===== src/rtl/direction_button_conditioner_pkg.sv =====
// Shared types for the direction button conditioner: button codes, the
// per-channel debounce state encoding and a one-hot test.
package direction_button_conditioner_pkg;

    localparam int NUM_BTN = 4;

    typedef logic [NUM_BTN-1:0] direction_t;

    localparam direction_t BTN_LEFT  = 4'b0001;
    localparam direction_t BTN_RIGHT = 4'b0010;
    localparam direction_t BTN_DOWN  = 4'b0100;
    localparam direction_t BTN_UP    = 4'b1000;

    typedef enum logic [1:0] {
        IDLE,
        PRESS_WAIT,
        HELD,
        RELEASE_WAIT
    } chan_state_e;

    function automatic logic is_onehot(input direction_t v);
        return $countones(v) == 1;
    endfunction

endpackage


===== src/rtl/direction_button_conditioner_debounce_channel.sv =====
// One button channel: synchroniser, press/release debounce FSM and a
// registered single-cycle rise pulse on each accepted press.
module debounce_channel
    import direction_button_conditioner_pkg::*;
#(
    parameter int SYNC_STAGES     = 2,
    parameter int DEBOUNCE_CYCLES = 250000
) (
    input  logic clk,
    input  logic nrst,
    input  logic btn_raw,
    output logic rise
);

    localparam int              CNT_W   = $clog2(DEBOUNCE_CYCLES);
    localparam logic [CNT_W-1:0] CNT_MAX = CNT_W'(DEBOUNCE_CYCLES - 1);

    logic [SYNC_STAGES-1:0] sync_q, sync_d;
    chan_state_e            state_q, state_d;
    logic [CNT_W-1:0]       cnt_q, cnt_d;
    logic                   rise_q, rise_d;
    logic                   s;

    // Raw pin goes straight into the first flop.
    always_comb sync_d = {sync_q[SYNC_STAGES-2:0], btn_raw};
    assign s = sync_q[SYNC_STAGES-1];

    always_comb begin
        state_d = state_q;
        cnt_d   = cnt_q;
        rise_d  = 1'b0;
        case (state_q)
            IDLE: begin
                if (s) begin
                    state_d = PRESS_WAIT;
                    cnt_d   = '0;
                end
            end
            PRESS_WAIT: begin
                if (!s) begin
                    state_d = IDLE;
                end else if (cnt_q == CNT_MAX) begin
                    state_d = HELD;
                    rise_d  = 1'b1;
                end else begin
                    cnt_d = cnt_q + CNT_W'(1);
                end
            end
            HELD: begin
                if (!s) begin
                    state_d = RELEASE_WAIT;
                    cnt_d   = '0;
                end
            end
            RELEASE_WAIT: begin
                // A bounce back high returns to HELD without a new press.
                if (s) begin
                    state_d = HELD;
                end else if (cnt_q == CNT_MAX) begin
                    state_d = IDLE;
                end else begin
                    cnt_d = cnt_q + CNT_W'(1);
                end
            end
            default: state_d = IDLE;
        endcase
    end

    always_ff @(posedge clk or negedge nrst) begin
        if (!nrst) begin
            sync_q  <= '0;
            state_q <= IDLE;
            cnt_q   <= '0;
            rise_q  <= 1'b0;
        end else begin
            sync_q  <= sync_d;
            state_q <= state_d;
            cnt_q   <= cnt_d;
            rise_q  <= rise_d;
        end
    end

    assign rise = rise_q;

endmodule


===== src/rtl/direction_button_conditioner.sv =====
// Four debounced button channels feeding a registered one-hot command pulse;
// simultaneous presses are ambiguous and dropped.
module direction_button_conditioner
    import direction_button_conditioner_pkg::*;
#(
    parameter int SYNC_STAGES     = 2,
    parameter int DEBOUNCE_CYCLES = 250000
) (
    input  logic                clk,
    input  logic                nrst,
    input  logic [NUM_BTN-1:0]  btn_raw,
    output logic [NUM_BTN-1:0]  direction_a,
    output logic                press
);

    direction_t rise;
    direction_t dir_q, dir_d;
    logic       press_q, press_d;

    for (genvar i = 0; i < NUM_BTN; i++) begin : g_chan
        debounce_channel #(
            .SYNC_STAGES    (SYNC_STAGES),
            .DEBOUNCE_CYCLES(DEBOUNCE_CYCLES)
        ) u_chan (
            .clk    (clk),
            .nrst   (nrst),
            .btn_raw(btn_raw[i]),
            .rise   (rise[i])
        );
    end

    always_comb begin
        press_d = is_onehot(rise);
        dir_d   = press_d ? rise : '0;
    end

    always_ff @(posedge clk or negedge nrst) begin
        if (!nrst) begin
            dir_q   <= '0;
            press_q <= 1'b0;
        end else begin
            dir_q   <= dir_d;
            press_q <= press_d;
        end
    end

    assign direction_a = dir_q;
    assign press       = press_q;

endmodule


===== config.mk =====
export PLATFORM = sky130hd
export DESIGN_NAME = direction_button_conditioner
export DESIGN_NICKNAME = d
export VERILOG_FILES = /design/src/rtl/direction_button_conditioner_pkg.sv /design/src/rtl/direction_button_conditioner_debounce_channel.sv /design/src/rtl/direction_button_conditioner.sv
export SDC_FILE = /design/constraint.sdc
export NUM_CORES = 1
export LEC_CHECK = 0
export ABC_CLOCK_PERIOD_IN_PS = 2300
export CORE_MARGIN = 2
export CORE_UTILIZATION = 55
export CTS_BUF_LIST = sky130_fd_sc_hd__clkbuf_4 sky130_fd_sc_hd__clkbuf_8
export DETAILED_ROUTE_END_ITERATION = 12
export PLACE_DENSITY = 0.8
export SLEW_MARGIN = 40
export SYNTH_ARGS = -nofsm -noshare
export SYNTH_HDL_FRONTEND = slang
export SYNTH_HIERARCHICAL = 1
export SYNTH_SLANG_ARGS = --single-unit

===== constraint.sdc =====
create_clock -name clk -period 2.3 [get_ports clk]
set_input_delay 0.69 -clock clk [delete_from_list [all_inputs] [get_ports clk]]
set_output_delay 0.69 -clock clk [all_outputs]
set_load 0.05 [all_outputs]

==> Word-level counts from Yosys, hierarchy flattened <==
Cells that the tools add are included.
{ "word_totals": {"word_cells": 143, "output_inout_bits": 5, "ff_bits": 97} }
{ "classes": {"reduce_logical": 12, "addsub": 7, "muxes": 65, "eq_ne": 41} }
{ "op_table": {"columns": ["cell", "count"], "rows": [
  ["$mux 18", 20],
  ["$pmux 18 s4", 4],
  ["$add 18x1->18 const B", 4],
  ["$eq 18x18->1 const B", 4],
  ["$mux 2", 24],
  ["$pmux 2 s4", 4],
  ["$reduce_and 4->1", 8],
  ["$eq 2x2->1 const B", 8],
  ["$ne 2x1->1 const B", 8],
  ["$ne 2x2->1 const B", 8],
  ["$mux 1", 12],
  ["$ne 3x1->1 const B", 4],
  ["$ne 3x3->1 const B", 4],
  ["$eq 2x1->1 const B", 4],
  ["$logic_not 2->1", 4],
  ["$add 1x1->2", 2],
  ["$mux 4", 1],
  ["$add 2x2->3", 1],
  ["$eq 3x1->1 const B", 1]
]} }

==> Logic depth before layout (Yosys ltp) <==
{ "logic_depth": {"depth_word": 4, "ltp_mapped": 7} }

==> Modules after synthesis <==
The synthesis kept the hierarchy.
{ "by_module_without_submodules": {"columns": ["mod", "instances", "cells_per_inst", "area_each_um2"], "rows": [
  ["debounce_channel (g_chan[2].u_chan ...)", 2, 123, 1199.9],
  ["debounce_channel (g_chan[1].u_chan)", 1, 126, 1217.4],
  ["debounce_channel (g_chan[0].u_chan)", 1, 122, 1163.6],
  ["direction_button_conditioner", 1, 18, 246.5]
]} }

==> Worst setup path after synthesis <==
Ideal clock, no wire load.
{ "synth_timing": {"path_type": "register to register", "startpoint": "register g_chan[1].u_chan.cnt_q[9]", "endpoint": "register (tool-made name)", "setup_slack_ns": 0.223, "stages_incl_launch_ff": 5, "arrival_time_ns": 1.952, "path_cell_list": "dfrtp_1 or4_1 or3_4 or3_1 mux2_4"} }
{ "synth_lines": {"columns": ["element", "line", "text"], "rows": [
  ["start, declared", "direction_button_conditioner_debounce_channel.sv:20", "logic [CNT_W-1:0] cnt_q, cnt_d;"],
  ["start signal, assigned", "direction_button_conditioner_debounce_channel.sv:78", "cnt_q <= cnt_d;"]
]} }

==> Final worst setup path <==
{ "layout_timing": {"startpoint": "register press_q, in the netlist press", "endpoint": "output port press"} }
{ "layout_lines": {"columns": ["element", "line", "text"], "rows": [
  ["start, declared", "direction_button_conditioner.sv:18", "logic press_q, press_d;"],
  ["start signal, assigned", "direction_button_conditioner.sv:43", "press_q <= press_d;"],
  ["end, declared", "direction_button_conditioner.sv:13", "output logic press"]
]} }
No word-level cell between the ends.

==> flow_summary.rst <==
.. list-table::
   :header-rows: 1

   * - Metric
     - Value
   * - Outcome
     - complete, no violations
   * - Slowest library cell on the worst path
     - sky130_fd_sc_hd__clkdlybuf4s50_1
   * - Dominant cells by area after synthesis
     - sky130_fd_sc_hd__dfrtp_1 (48%), sky130_fd_sc_hd__nand3_1 (4.6%), sky130_fd_sc_hd__nand2_1 (4.1%), sky130_fd_sc_hd__o21ai_0 (3.2%), sky130_fd_sc_hd__nor2_1 (2.3%)
   * - Leakage power
     - about 2.5 nW
   * - Critical Path End Type
     - primary output
   * - Achievable clock frequency
     - 0.458 GHz
   * - Layout net count
     - 550
   * - Core Box Area
     - just under 9000 um^2
   * - TritonCTS buffer count
     - 9
   * - Number of sinks on the clock net
     - slightly below 100
   * - Number of levels the H-tree was split into
     - 3
   * - DR iter-0 viols
     - 174
   * - Number of buffers added on ports
     - 10
   * - List of cells traversed by the critical path
     - clkdlybuf4s50_1
   * - Global-route wire length before repair
     - 17.1 mm
   * - Mean Syn Cell Area
     - 9.82 um^2
   * - Max incr delay on CP
     - between 0.7 and 0.8 ns
   * - Most frequent cell after synthesis
     - sky130_fd_sc_hd__dfrtp_1
   * - Dpl cells
     - roughly 630
   * - Total track usage
     - between 20% and 30%
   * - Setup TNS
     - 0 ns
   * - Count of buffer and inverter cells on the critical path
     - 1
   * - DRC errors left
     - 0
   * - Count of buffers added by post-CTS timing repair for setup
     - 0
   * - Path depth of the worst reg2reg path
     - 6
   * - Insertion delay of the later-clocked pin in the worst-skew pair
     - between 0.3 and 0.4 ns
   * - Maximum fanout count along the critical path
     - 1
   * - Dominant delay contributor by cell family on the critical path
     - buffers and inverters
   * - Final setup viols
     - 0
   * - Fraction of synthesized cell area taken by the top area cell type
     - roughly half
   * - Shortest clock period the worst path allows after layout
     - around 2.2 ns
   * - Synthesized Nets
     - approximately 530
   * - Routability cong.
     - between 0.8 and 0.9
   * - CTS tree
     - yes
   * - Area of the die
     - 9920 um^2
   * - Startpoint type of the worst setup path
     - flop
   * - Number of synthesized register bits
     - just under 100
   * - Count of mapped cells out of synthesis
     - 512
   * - Worst setup path category
     - flop to primary output
   * - Pin count of the biggest net entering global routing
     - 40
   * - Number of diodes
     - 0
   * - Count of different cell masters after synthesis
     - 56
   * - Number of max-capacitance violations reported
     - 0
   * - Final number of hold-violating endpoints
     - 0
   * - Via count of the first global-routing pass
     - between 3000 and 4000
   * - Number of enable-type register cells in the synthesized netlist
     - 0
   * - Most numerous cell types in the synthesized netlist
     - sky130_fd_sc_hd__dfrtp_1 (97), sky130_fd_sc_hd__nand2_1 (55), sky130_fd_sc_hd__nand3_1 (46)
   * - Req. time, crit path
     - between 1.5 and 2 ns
   * - Clk slew on worst S/H paths
     - about 0.090 ns
   * - Starting density of the core
     - a little under three fifths
   * - Average wire length per cell after detail routing
     - about 15 um
   * - Worst-case headroom to the max-slew limit
     - approximately 57%
   * - Total Routed Length
     - around 9.8 mm
   * - Fraction of registers with async set or reset after synthesis
     - 100%
   * - Transition time at the pin with the least slew margin
     - between 0.6 and 0.7 ns
   * - Capture instance of the worst register-to-register path
     - g_chan[1].u_chan/cnt_q[9]
   * - Total power divided by cell area
     - between 500 and 600 nW/um^2
   * - WP data arrival
     - between 1 and 1.5 ns
   * - ANT nets after route
     - 0
   * - Layout cells sized above 1
     - around 12%
   * - Number of placement rows
     - 34
   * - Fin. max-slew vios
     - 0
   * - Post-cts repair resize count
     - 0
   * - Main synth FF type
     - sky130_fd_sc_hd__dfrtp_1
   * - Clock Skew
     - 0.00781 ns
   * - Maximum vdd ir drop
     - roughly 0.35 mV
   * - Maximum buffer depth of the clock tree
     - 2
   * - Die width
     - around 100 um
   * - Detailed placement HPWL
     - 6.91 mm
   * - Overflow left after global routing
     - 0
   * - Critical register-to-register path startpoint
     - g_chan[1].u_chan/cnt_q[6]
   * - Total vias in the final route
     - approximately 3900
   * - Boundary pin count
     - 11
   * - Share of the clock period used by the worst path after layout
     - a little over nine tenths
   * - Hold-fix buffers at CTS
     - 0
   * - Type of the tightest min-delay check
     - input port to async pin
   * - Area added between synthesis and finish
     - 10.1%
   * - Cell taking the most area after synthesis
     - sky130_fd_sc_hd__dfrtp_1
   * - Portion of the post-synthesis area used by sequential elements
     - roughly half
   * - Area of the mapped netlist
     - just over 5000 um^2
   * - Pwr Total
     - between 0.003 and 0.004 W
   * - Count of yosys warnings during synthesis
     - 6
   * - Number of optimization iterations in the first detailed-route pass
     - 4
   * - Number of antenna violations at the first check in global routing
     - 0
   * - Setup slack of the worst register-to-register path
     - 0.14 ns
   * - Clock root buffer
     - sky130_fd_sc_hd__clkbuf_8
   * - Vias per inst
     - a little over 6
   * - Height of the chip
     - 99.6 um
   * - Setup repair after global routing missed its margin
     - false
   * - Final cell count without fillers
     - 650
where the power goes:
group,total (W),internal [W],switching (W)
clock network,0.00132,0.000722,0.000594
registers,0.00177,0.00174,0.0000323
logic,0.000201,0.0000759,0.000125
total,0.00329,0.00254,0.000752
cell usage in the layout, fill, tap and decap left out, drive strengths merged, types with 3 or more instances in the layout:
| cell | n |
|---|---|
| dfrtp | 97 |
| nand2 | 55 |
| o21ai | 47 |
| nand3 | 46 |
| nor2 | 31 |
| inv | 29 |
| a21o | 20 |
| a21oi | 19 |
| nor3 | 17 |
| or3 | 16 |
| buf | 16 |
| nand4 | 13 |
| mux2i | 11 |
| nor3b | 9 |
| clkbuf | 9 |
| and3 | 9 |
| clkdlybuf4s50 | 9 |
| o31ai | 8 |
| nor4 | 7 |
| ha | 6 |
| xor2 | 6 |
| or4 | 6 |
| o311ai | 6 |
| a22o | 5 |
| and4bb | 4 |
| xnor2 | 4 |
| mux2 | 4 |
| a211o | 4 |
| bufinv | 3 |
| and4 | 3 |
| nor4b | 3 |
| a31o | 3 |
kinds of logic (layout without fill, tap and decap cells):
kind of cell	Yosys count	after routing	synth area share, %
AO/OA/AOI/OAI	122	122	17.0
XOR/XNOR	10	10	1.74
adder cells (fa/ha/maj)	7	7	1.89
buffers and inverters	39	69	3.91
flip-flops	97	97	48.3
multiplexers	15	15	3.16
AND/OR/NAND/NOR	222	222	24.0
stage by stage:
| step | area [um^2] | worst slack, ns | utilization, % | hold slack (ns) |
|---|---|---|---|---|
| finish | 5530 | 0.118 | 62.8 | 0.292 |
| global route | 5530 | 0.0464 | 62.8 | 0.322 |
| CTS | 5530 | 0.0950 | 62.8 | 0.298 |
| detailed placement | 5290 | 0.171 | 60.1 | 0.342 |
| global placement | 5290 | 0.218 | 60.1 | 0.335 |
| floorplan | 5030 | 0.223 | - | 0.331 |
final cells by class:
class,instances,area [um^2]
clock inverters,7,116
flip-flops and latches,97,2430
fillers,696,3270
well taps,108,135
multi-input cells,376,2400
inverters,28,105
repair buffers,25,223
clock buffers,9,124
registers in the layout (all words and copies together) (netlist names), named ones only:
signal,flops
direction_a,4
g_chan.u_chan/state_q,4
press,1
g_chan.u_chan/cnt_q,72
g_chan.u_chan/rise,4
g_chan.u_chan/sync_q,8
layer usage:
layer,vias up,wire length (um),track usage (%)
met2,71,4860,35.0
met1,1939,4450,28.3
met3,12,315,3.87
met4,0,148,6.95
li1,1921,-,-
met5,-,0,0
worst max-delay path by stage:
stage | startpoint | to | slack (ns) | depth (start not counted)
CTS | direction_a[2] | direction_a[2] | 0.1 | 1
global route | g_chan[1].u_chan/cnt_q[6] | g_chan[1].u_chan/cnt_q[9] | 0.05 | 6
global placement | g_chan[1].u_chan/cnt_q[6] | flop | 0.22 | 4
finish | press | press | 0.12 | 1
detailed placement | g_chan[1].u_chan/cnt_q[6] | g_chan[1].u_chan/cnt_q[5] | 0.17 | 4
floorplan | g_chan[1].u_chan/cnt_q[9] | flop | 0.22 | 4
Power figures use the tool's default switching activity.
